File: config.mk
export PLATFORM = sky130hd
export DESIGN_NAME = button_conditioner
export DESIGN_NICKNAME = d
export VERILOG_FILES = /design/src/rtl/dino_pkg.sv /design/src/rtl/button_debounce.sv /design/src/rtl/button_conditioner.sv
export SDC_FILE = /design/constraint.sdc
export NUM_CORES = 1
export LEC_CHECK = 0
export CELL_PAD_IN_SITES_DETAIL_PLACEMENT = 1
export CELL_PAD_IN_SITES_GLOBAL_PLACEMENT = 1
export CORE_MARGIN = 3
export CORE_UTILIZATION = 44
export CTS_BUF_LIST = sky130_fd_sc_hd__clkbuf_16
export CTS_CLUSTER_DIAMETER = 30
export DETAILED_ROUTE_END_ITERATION = 10
export MAX_ROUTING_LAYER = met4
export PLACE_DENSITY = 0.77
export SLEW_MARGIN = 30
export SYNTH_ARGS = -nofsm -noshare
export SYNTH_HDL_FRONTEND = slang
export SYNTH_HIERARCHICAL = 1
export SYNTH_SLANG_ARGS = --single-unit
File: constraint.sdc
create_clock -name clk -period 2.1 [get_ports clk]
set_input_delay 0.315 -clock clk [delete_from_list [all_inputs] [get_ports clk]]
set_output_delay 0.315 -clock clk [all_outputs]
set_load 0.005 [all_outputs]
File: src/rtl/dino_pkg.sv
// rtl/dino_pkg.sv - shared types and constants for the dino player input path
//
// Purpose : debounce FSM state type and default debounce length used by
//           button_debounce and button_conditioner.
// Contents: debounce_state_t   LOW / CHK_HIGH / HIGH / CHK_LOW
//           DINO_DEBOUNCE_CYCLES  default agreement length (16)

package dino_pkg;

   typedef enum logic [1:0] {
      LOW      = 2'd0,
      CHK_HIGH = 2'd1,
      HIGH     = 2'd2,
      CHK_LOW  = 2'd3
   } debounce_state_t;

   localparam int DINO_DEBOUNCE_CYCLES = 16;

endpackage : dino_pkg

File: src/rtl/button_debounce.sv
// rtl/button_debounce.sv - synchroniser plus 4-state debounce FSM for one button
//
// Purpose : brings one raw, bouncing, asynchronous button into the clk domain
//           and accepts a new level only after DEBOUNCE_CYCLES consecutive
//           synchronised cycles of agreement.
// Ports   : clk      in   system clock
//           reset_n  in   asynchronous active-low reset
//           raw      in   raw button, 1 = pressed
//           stable   out  debounced level (1 in HIGH and CHK_LOW)
//           rise     out  one-cycle pulse in the cycle the FSM moves
//                         CHK_HIGH -> HIGH; the stable level rises on the
//                         following edge
// Params  : DEBOUNCE_CYCLES  agreement length, >= 2

module button_debounce
   import dino_pkg::*;
#(
   parameter int DEBOUNCE_CYCLES = DINO_DEBOUNCE_CYCLES
) (
   input  logic clk,
   input  logic reset_n,
   input  logic raw,
   output logic stable,
   output logic rise
);

   localparam int CW = $clog2(DEBOUNCE_CYCLES + 1);
   localparam logic [CW-1:0] CNT_ONE  = CW'(1);
   localparam logic [CW-1:0] CNT_MAX  = CW'(DEBOUNCE_CYCLES);
   localparam logic [CW-1:0] CNT_LAST = CW'(DEBOUNCE_CYCLES - 1);

   logic            sync_1;
   logic            sync_2;
   debounce_state_t state;
   debounce_state_t state_next;
   logic [CW-1:0]   count;
   logic [CW-1:0]   count_next;
   logic [CW-1:0]   count_inc;

   // Two-flop synchroniser; sync_1 may go metastable, only sync_2 is used.
   always_ff @(posedge clk or negedge reset_n) begin
      if (!reset_n) begin
         sync_1 <= 1'b0;
         sync_2 <= 1'b0;
      end else begin
         sync_1 <= raw;
         sync_2 <= sync_1;
      end
   end

   always_ff @(posedge clk or negedge reset_n) begin
      if (!reset_n) begin
         state <= LOW;
         count <= '0;
      end else begin
         state <= state_next;
         count <= count_next;
      end
   end

   // Saturating increment: the counter can never wrap back into the
   // "not yet agreed" range, whatever DEBOUNCE_CYCLES is.
   assign count_inc = (count >= CNT_MAX) ? CNT_MAX : count + CNT_ONE;

   // The count already holds the agreeing cycles seen so far, so the
   // transition happens on the cycle that would bring it to DEBOUNCE_CYCLES.
   always_comb begin
      state_next = state;
      count_next = count;
      rise       = 1'b0;
      case (state)
         LOW: begin
            if (sync_2) begin
               state_next = CHK_HIGH;
               count_next = CNT_ONE;
            end
         end
         CHK_HIGH: begin
            if (!sync_2) begin
               state_next = LOW;
               count_next = '0;
            end else if (count >= CNT_LAST) begin
               state_next = HIGH;
               count_next = '0;
               rise       = 1'b1;
            end else begin
               count_next = count_inc;
            end
         end
         HIGH: begin
            if (!sync_2) begin
               state_next = CHK_LOW;
               count_next = CNT_ONE;
            end
         end
         CHK_LOW: begin
            if (sync_2) begin
               state_next = HIGH;
               count_next = '0;
            end else if (count >= CNT_LAST) begin
               state_next = LOW;
               count_next = '0;
            end else begin
               count_next = count_inc;
            end
         end
         default: begin
            state_next = LOW;
            count_next = '0;
         end
      endcase
   end

   assign stable = (state == HIGH) || (state == CHK_LOW);

endmodule : button_debounce

File: src/rtl/button_conditioner.sv
// rtl/button_conditioner.sv - debounced up/down buttons for the dino player controller
//
// Purpose : debounces both raw buttons and drives button_up / button_down.
//           With BUTTON_UP_LATCH_EN defined, an accepted up press is held in
//           up_pending until a game_tick[0] cycle consumes it, so short
//           presses are not lost between controller ticks. Without it,
//           button_up is the plain debounced up level and game_tick is unused.
// Ports   : clk           in   system clock
//           reset_n       in   asynchronous active-low reset
//           game_tick     in   tick strobes; only bit 0 is used
//           btn_up_raw    in   raw up button, 1 = pressed
//           btn_down_raw  in   raw down button, 1 = pressed
//           button_up     out  up request to the controller
//           button_down   out  debounced down level
// Params  : DEBOUNCE_CYCLES  agreement length, >= 2
// Macro   : BUTTON_UP_LATCH_EN  enables the up_pending latch

module button_conditioner
   import dino_pkg::*;
#(
   parameter int DEBOUNCE_CYCLES = DINO_DEBOUNCE_CYCLES
) (
   input  logic       clk,
   input  logic       reset_n,
   input  logic [1:0] game_tick,
   input  logic       btn_up_raw,
   input  logic       btn_down_raw,
   output logic       button_up,
   output logic       button_down
);

   logic up_stable;
   logic up_rise;
   logic down_stable;
   logic down_rise;
   logic unused_bits;

   button_debounce #(
      .DEBOUNCE_CYCLES (DEBOUNCE_CYCLES)
   ) u_up_debounce (
      .clk     (clk),
      .reset_n (reset_n),
      .raw     (btn_up_raw),
      .stable  (up_stable),
      .rise    (up_rise)
   );

   button_debounce #(
      .DEBOUNCE_CYCLES (DEBOUNCE_CYCLES)
   ) u_down_debounce (
      .clk     (clk),
      .reset_n (reset_n),
      .raw     (btn_down_raw),
      .stable  (down_stable),
      .rise    (down_rise)
   );

   assign button_down = down_stable;

`ifdef BUTTON_UP_LATCH_EN
   logic up_pending;

   // A new press wins over a same-cycle tick so it is delivered at the
   // following tick. Release never clears the request.
   always_ff @(posedge clk or negedge reset_n) begin
      if (!reset_n) begin
         up_pending <= 1'b0;
      end else if (up_rise) begin
         up_pending <= 1'b1;
      end else if (game_tick[0]) begin
         up_pending <= 1'b0;
      end
   end

   assign button_up   = up_pending;
   assign unused_bits = ^{game_tick[1], up_stable, down_rise};
`else
   assign button_up   = up_stable;
   assign unused_bits = ^{game_tick, up_rise, down_rise};
`endif

endmodule : button_conditioner

==> results of run 1 <==
==> routing by layer <==
layer | up-vias | part of all wire | global-route usage
li1 | 285 | - | -
met1 | 285 | 0.51 | 0.1779
met2 | 8 | 0.43 | 0.2060
met3 | 6 | 0.034 | 0.04665
met4 | 0 | 0.020 | 0.06726
met5 | - | 0 | -
==> worst max-delay path, stage by stage (launching register included) <==
cell	delay [ns]
dfrtp_1	0.42
ha_1	0.24
and3_2	0.22
ha_1	0.18
nor2_2	0.18
a21boi_2	0.09
mux2_1	0.31
==> cell type report <==
type,count,area (um^2)
Clock buffer,3,75.07
Inverter,8,30.03
Multi-Input combinational cell,48,402.9
Sequential cell,18,450.4
Fill cell,199,769.5
Timing Repair Buffer,6,57.56
Clock inverter,1,3.754
Tap cell,25,31.28
==> metrics by stage <==
stage	power (mW)	std cells	setup slack [ns]
floorplan	0.4350	76	0.4734
global placement	0.4583	105	0.3758
detailed placement	0.4635	105	0.3587
CTS	0.8499	109	0.3313
global route	0.8832	109	0.2665
finish	0.8398	109	0.3424
==> power groups by stage <==
stage / clock, mW / combinational (mW) / sequential, mW
2_1_floorplan: 0 / 0.0445 / 0.391
3_3_place_gp: 0 / 0.0635 / 0.395
3_5_place_dp: 0 / 0.0673 / 0.396
4_1_cts: 0.392 / 0.0676 / 0.390
5_1_grt: 0.413 / 0.0766 / 0.394
6_report: 0.383 / 0.0664 / 0.391
==> worst max-delay path by stage <==
| stage | endpoint | cells past startpoint |
|---|---|---|
| floorplan | register | 6 |
| global placement | register | 6 |
| detailed placement | register | 6 |
| CTS | register | 6 |
| global route | register | 6 |
| finish | register | 6 |
==> metrics.txt, run 1 <==
status finished clean; worst hold endpoint u_down_debounce/sync_2; crit path from u_up_debounce/count[0]; crit path capture type register; Antenna Nets Post-Route 0; post-CTS setup buffers 0; die area 0.002600 mm^2; Pint 0.6496 mW; setup TNS 0 ns; Reg power frac 0.465; Yosys warnings 6; H-tree depth 1; Clock power frac 0.456; most frequent cells in the layout 18 x dfrtp_1, 8 x inv_1, 6 x ha_1; CP Class register to register; Hold Path Class register to register; hold path start u_down_debounce/sync_1; Num CTS Buffers 3; Reg-to-Reg Start u_up_debounce/count[0]; pin count of the biggest net entering global routing 19; Worst EP arrival 1.89 ns; pwr dens 799.0 mW/mm^2; starting density of the core 0.4893; clk sinks 18; Initial DRC Count 5; # resized after CTS 0; Area Growth Syn to Fin 17.98%; worst reg2reg path depth 6; residual DRC count 0; Total Routing Usage GR 0.1418; FP Rows 15; synthesized area 890.9 um^2; Worst Max-Slew Pin Slew 0.4858 ns; share of layout cells above drive strength 1 0.1429; Core Area 0.001821 mm^2; WP data required 2.23 ns; worst skew pair latency 0.25 ns; GPL Wtd Cong between 0.7 and 0.8; Post-Route WL 1522 um; Min-Delay Path Depth 0; most common cell after layout, fill and taps aside dfrtp_1; Final period util 0.8369; Critical Path Source Type register; Antenna diodes 0; final instance area 0.001051 mm^2; initial antenna violation count 0; Finished Core Util 0.5773; vias post-DR 584; setup violators final 0; Slew HR 0.6738; Switching Fraction 0.2265; Crit Path Max Fanout 4; combinational power share 0.079; clk_skew 0.001094 ns; vias in the first global route 559; worst-case vdd ir drop 0.0004911 V; CTS tree done; Psw 0.1902 mW; nets just under 100; Slew Viols, Final 0; die width 51.00 um; Mapped Nets 88; root buffer cell clkbuf_16; Worst-path clk slew 0.05 ns; Final Hold Fails 0; syn_area_per_cell 11.72 um^2; TritonRoute pass-1 iters 4; cts hold-fix bufs 0; remaining global-route overflow 0; Cells after Synth 76; WHS between 0.3 and 0.4 ns; post-route minimum period around 1.8 ns; IO Pins 8; CTS max path bufs 2; DP HPWL 1098 um; port bufs 5; max-capacitance violation count 0; first-pass GRT wire length 2601 um; worst reg2reg setup slack 0.34 ns; FMAX 569.0 MHz; routed vias/inst 5.358; die height between 50 and 60 um; RSZ-0062 raised after global routing no; Lkg Pwr ~0.47 nW; Post-DP Area 972.2 um^2; drt wl/cell 13.96 um
No activity file was read; power rests on OpenSTA's default activity.
==> inputs of run 2 (changes only) <==
--- a/config.mk
+++ b/config.mk
@@ -8,12 +8,12 @@
 export CELL_PAD_IN_SITES_DETAIL_PLACEMENT = 1
 export CELL_PAD_IN_SITES_GLOBAL_PLACEMENT = 1
 export CORE_MARGIN = 3
-export CORE_UTILIZATION = 44
+export CORE_UTILIZATION = 40
 export CTS_BUF_LIST = sky130_fd_sc_hd__clkbuf_16
 export CTS_CLUSTER_DIAMETER = 30
 export DETAILED_ROUTE_END_ITERATION = 10
 export MAX_ROUTING_LAYER = met4
-export PLACE_DENSITY = 0.77
+export PLACE_DENSITY = 0.74
 export SLEW_MARGIN = 30
 export SYNTH_ARGS = -nofsm -noshare
 export SYNTH_HDL_FRONTEND = slang
==> constraint.sdc (replaced) <==
create_clock -name clk -period 1.4 [get_ports clk]
set_input_delay 0.21 -clock clk [delete_from_list [all_inputs] [get_ports clk]]
set_output_delay 0.21 -clock clk [all_outputs]
set_load 0.005 [all_outputs]
==> run 2 against run 1 <==
The run now ends with setup timing left. Power grew 66%. Setup slack worse by 0.60 ns. Clock power is 56% higher. First-iteration DRC count is 60% higher. Worst hold slack got worse by 0.062 ns. Fmax rose by 6.1%. Sequential share of layout area fell by 10 points. Via count increased by 24%.
==> metrics.txt, run 2 (synthesized netlist as in run 1, its figures left out) <==
vias in the first global route 787 (+41%); Num CTS Buffers 3 (unchanged); vias post-DR 724 (+24%); CP delay by family, top flip-flops; CTS tree done; Slew HR 0.6213 (-0.05246); Lkg Pwr 0.6342 nW (+36%); DP HPWL 1396 um (+27%); setup violators final 14 (+14); Total Routing Usage GR 0.2021 (+0.06031); Non-Filler Instances 133 (+22%); share of layout cells above drive strength 1 0.5189 (+0.3760); remaining global-route overflow 0 (unchanged); slowest CP cell dfrtp_1; Slowest Stage Delay on Critical Path 0.37 ns (-0.05 ns); post-route minimum period 1.656 ns (-0.1011 ns); IO Pins 8 (unchanged); Critical Path Source Type register; root buffer cell clkbuf_16; post-route setup slack -0.2564 ns (-0.5989 ns); Clock power frac 0.430 (-0.026); starting density of the core 0.4363 (-0.05307); max-capacitance violation count 0 (unchanged); Switching Fraction 0.2587 (+0.03222); Area Growth Syn to Fin 54.92%; Antenna Nets Post-Route 0 (unchanged); FMAX 603.7 MHz (+6.1%); most common cell after layout, fill and taps aside buf_4; first-pass GRT wire length 3919 um (+51%); Psw 0.3607 mW (+90%); Final Hold Fails 0 (unchanged); most frequent cells in the layout 21 x buf_4, 18 x dfrtp_1, 8 x inv_1; pwr dens 1010 mW/mm^2 (+26%); FP Rows 16 (+1); Crit Path Max Fanout 4 (unchanged); port bufs 5 (unchanged); die width 53.19 um (+4.3%); sequential standard cell area 450.4 um^2 (unchanged); Slew Viols, Final 0 (unchanged); Post-DP Area 0.001120 mm^2 (+15%); placed cell count 120 (+14%); crit path capture type register; Worst EP arrival 1.77 ns (-0.12 ns); GPL Wtd Cong 0.7471 (+1.2%); worst-case vdd ir drop 0.0008312 V (+69%); residual DRC count 0 (unchanged); die area 0.002829 mm^2 (+8.8%); setup TNS -1.847 ns (-1.847 ns); die height 53.19 um (+4.3%); Antenna diodes 0 (unchanged); pre-CTS WS -0.1755 ns (-0.5342 ns); routed vias/inst 5.444 (+1.6%); failing checks setup timing; Hold Path Class input pin to async pin; Reg power frac 0.415 (-0.050); Power Total 1.394 mW (+66%); clk sinks 18 (unchanged); Fillers 193 (-3.0%); clk_skew 0.001363 ns (+0.0002687 ns); CTS max path bufs 2 (unchanged); final instance area 0.001380 mm^2 (+31%); Final period util 1.183 (+0.3462); pin count of the biggest net entering global routing 19 (unchanged); worst skew pair latency 0.25 ns (about the same); Initial DRC Count 8 (+3); Worst-path clk slew 0.06 ns (about the same); combinational power share 0.155 (+0.076); RSZ-0062 raised after global routing yes; WHS 0.2941 ns (-0.06197 ns); crit path cell chain ha_2, and3_4, ha_4, nor2_4, buf_4, buf_6, a21boi_0, a21oi_1; CP Class register to register; nets 119 (+23%); WP data required 1.52 ns (-0.71 ns); Worst Max-Slew Pin Slew 0.5652 ns (+0.07940 ns); Pint 1.034 mW (+59%); Multi-input gate area 554.3 um^2 (+38%); cts hold-fix bufs 0 (unchanged); Finished Core Util 0.6759 (+0.09854); status complete, but fails checks; TritonRoute pass-1 iters 2 (-2); drt wl/cell 21.34 um (+53%); initial antenna violation count 0 (unchanged); Core Area 0.002042 mm^2 (+12%); H-tree depth 1 (unchanged); Post-Route WL 2838 um (+86%); critical path buffer and inverter count 2 (+2)
[run 2: cell count changes in the layout (fill, tap and decap cells not counted), moves of 3 or more]
cell and delta:
ha_1 -4, buf_4 +20, nor2_4 +3, o32ai_1 -4, o32ai_2 +4, o31ai_1 -3
[run 2: area by class of cell]
cell class	instances	share of cell area
Multi-Input combinational cell	48	0.4016
Sequential cell	18	0.3264
Timing Repair Buffer	28	0.1686
Clock buffer	3	0.05440
Tap cell	27	0.02448
Inverter	8	0.02176
Clock inverter	1	0.002720
[run 2: power groups by stage]
stage                     sequential [mW]  clock (mW)  combinational (mW)
after floorplan                     0.587           0              0.0682
after global placement              0.579           0               0.145
after detailed placement            0.582           0               0.154
after CTS                           0.573       0.585               0.176
after global routing                0.581       0.622               0.238
final                               0.578       0.599               0.217
[run 2: metal layers]
layer,share of wire,vias to the layer above,wire length (um),track usage
li1,-,328,-,-
met5,0,-,0,-
met4,0.040,0,114,0.07234
met2,0.48,14,1373,0.3409
met3,0.025,10,70,0.03380
met1,0.45,372,1280,0.2429
[run 2: worst paths after layout]
check	endpoint	cells after the start	from	slack, ns
max	u_up_debounce/count[0]	8	u_up_debounce/count[0]	-0.26
min	u_down_debounce/count[0]	2	reset_n	0.29
max reg2reg	u_up_debounce/count[0]	8	u_up_debounce/count[0]	-0.26
min reg2reg	u_down_debounce/sync_2	0	u_down_debounce/sync_1	0.36
max in group asynchronous	u_up_debounce/count[0]	2	reset_n	0.91
min in group clk	u_down_debounce/sync_2	0	u_down_debounce/sync_1	0.36
[run 2: what timing repair did]
| action | in CTS | in global routing |
|---|---|---|
| gates resized for setup | 9 | 14 |
| buffers inserted | 5 | 4 |
| endpoints found under the setup margin | 15 | 15 |
| pin swaps | 14 | 3 |
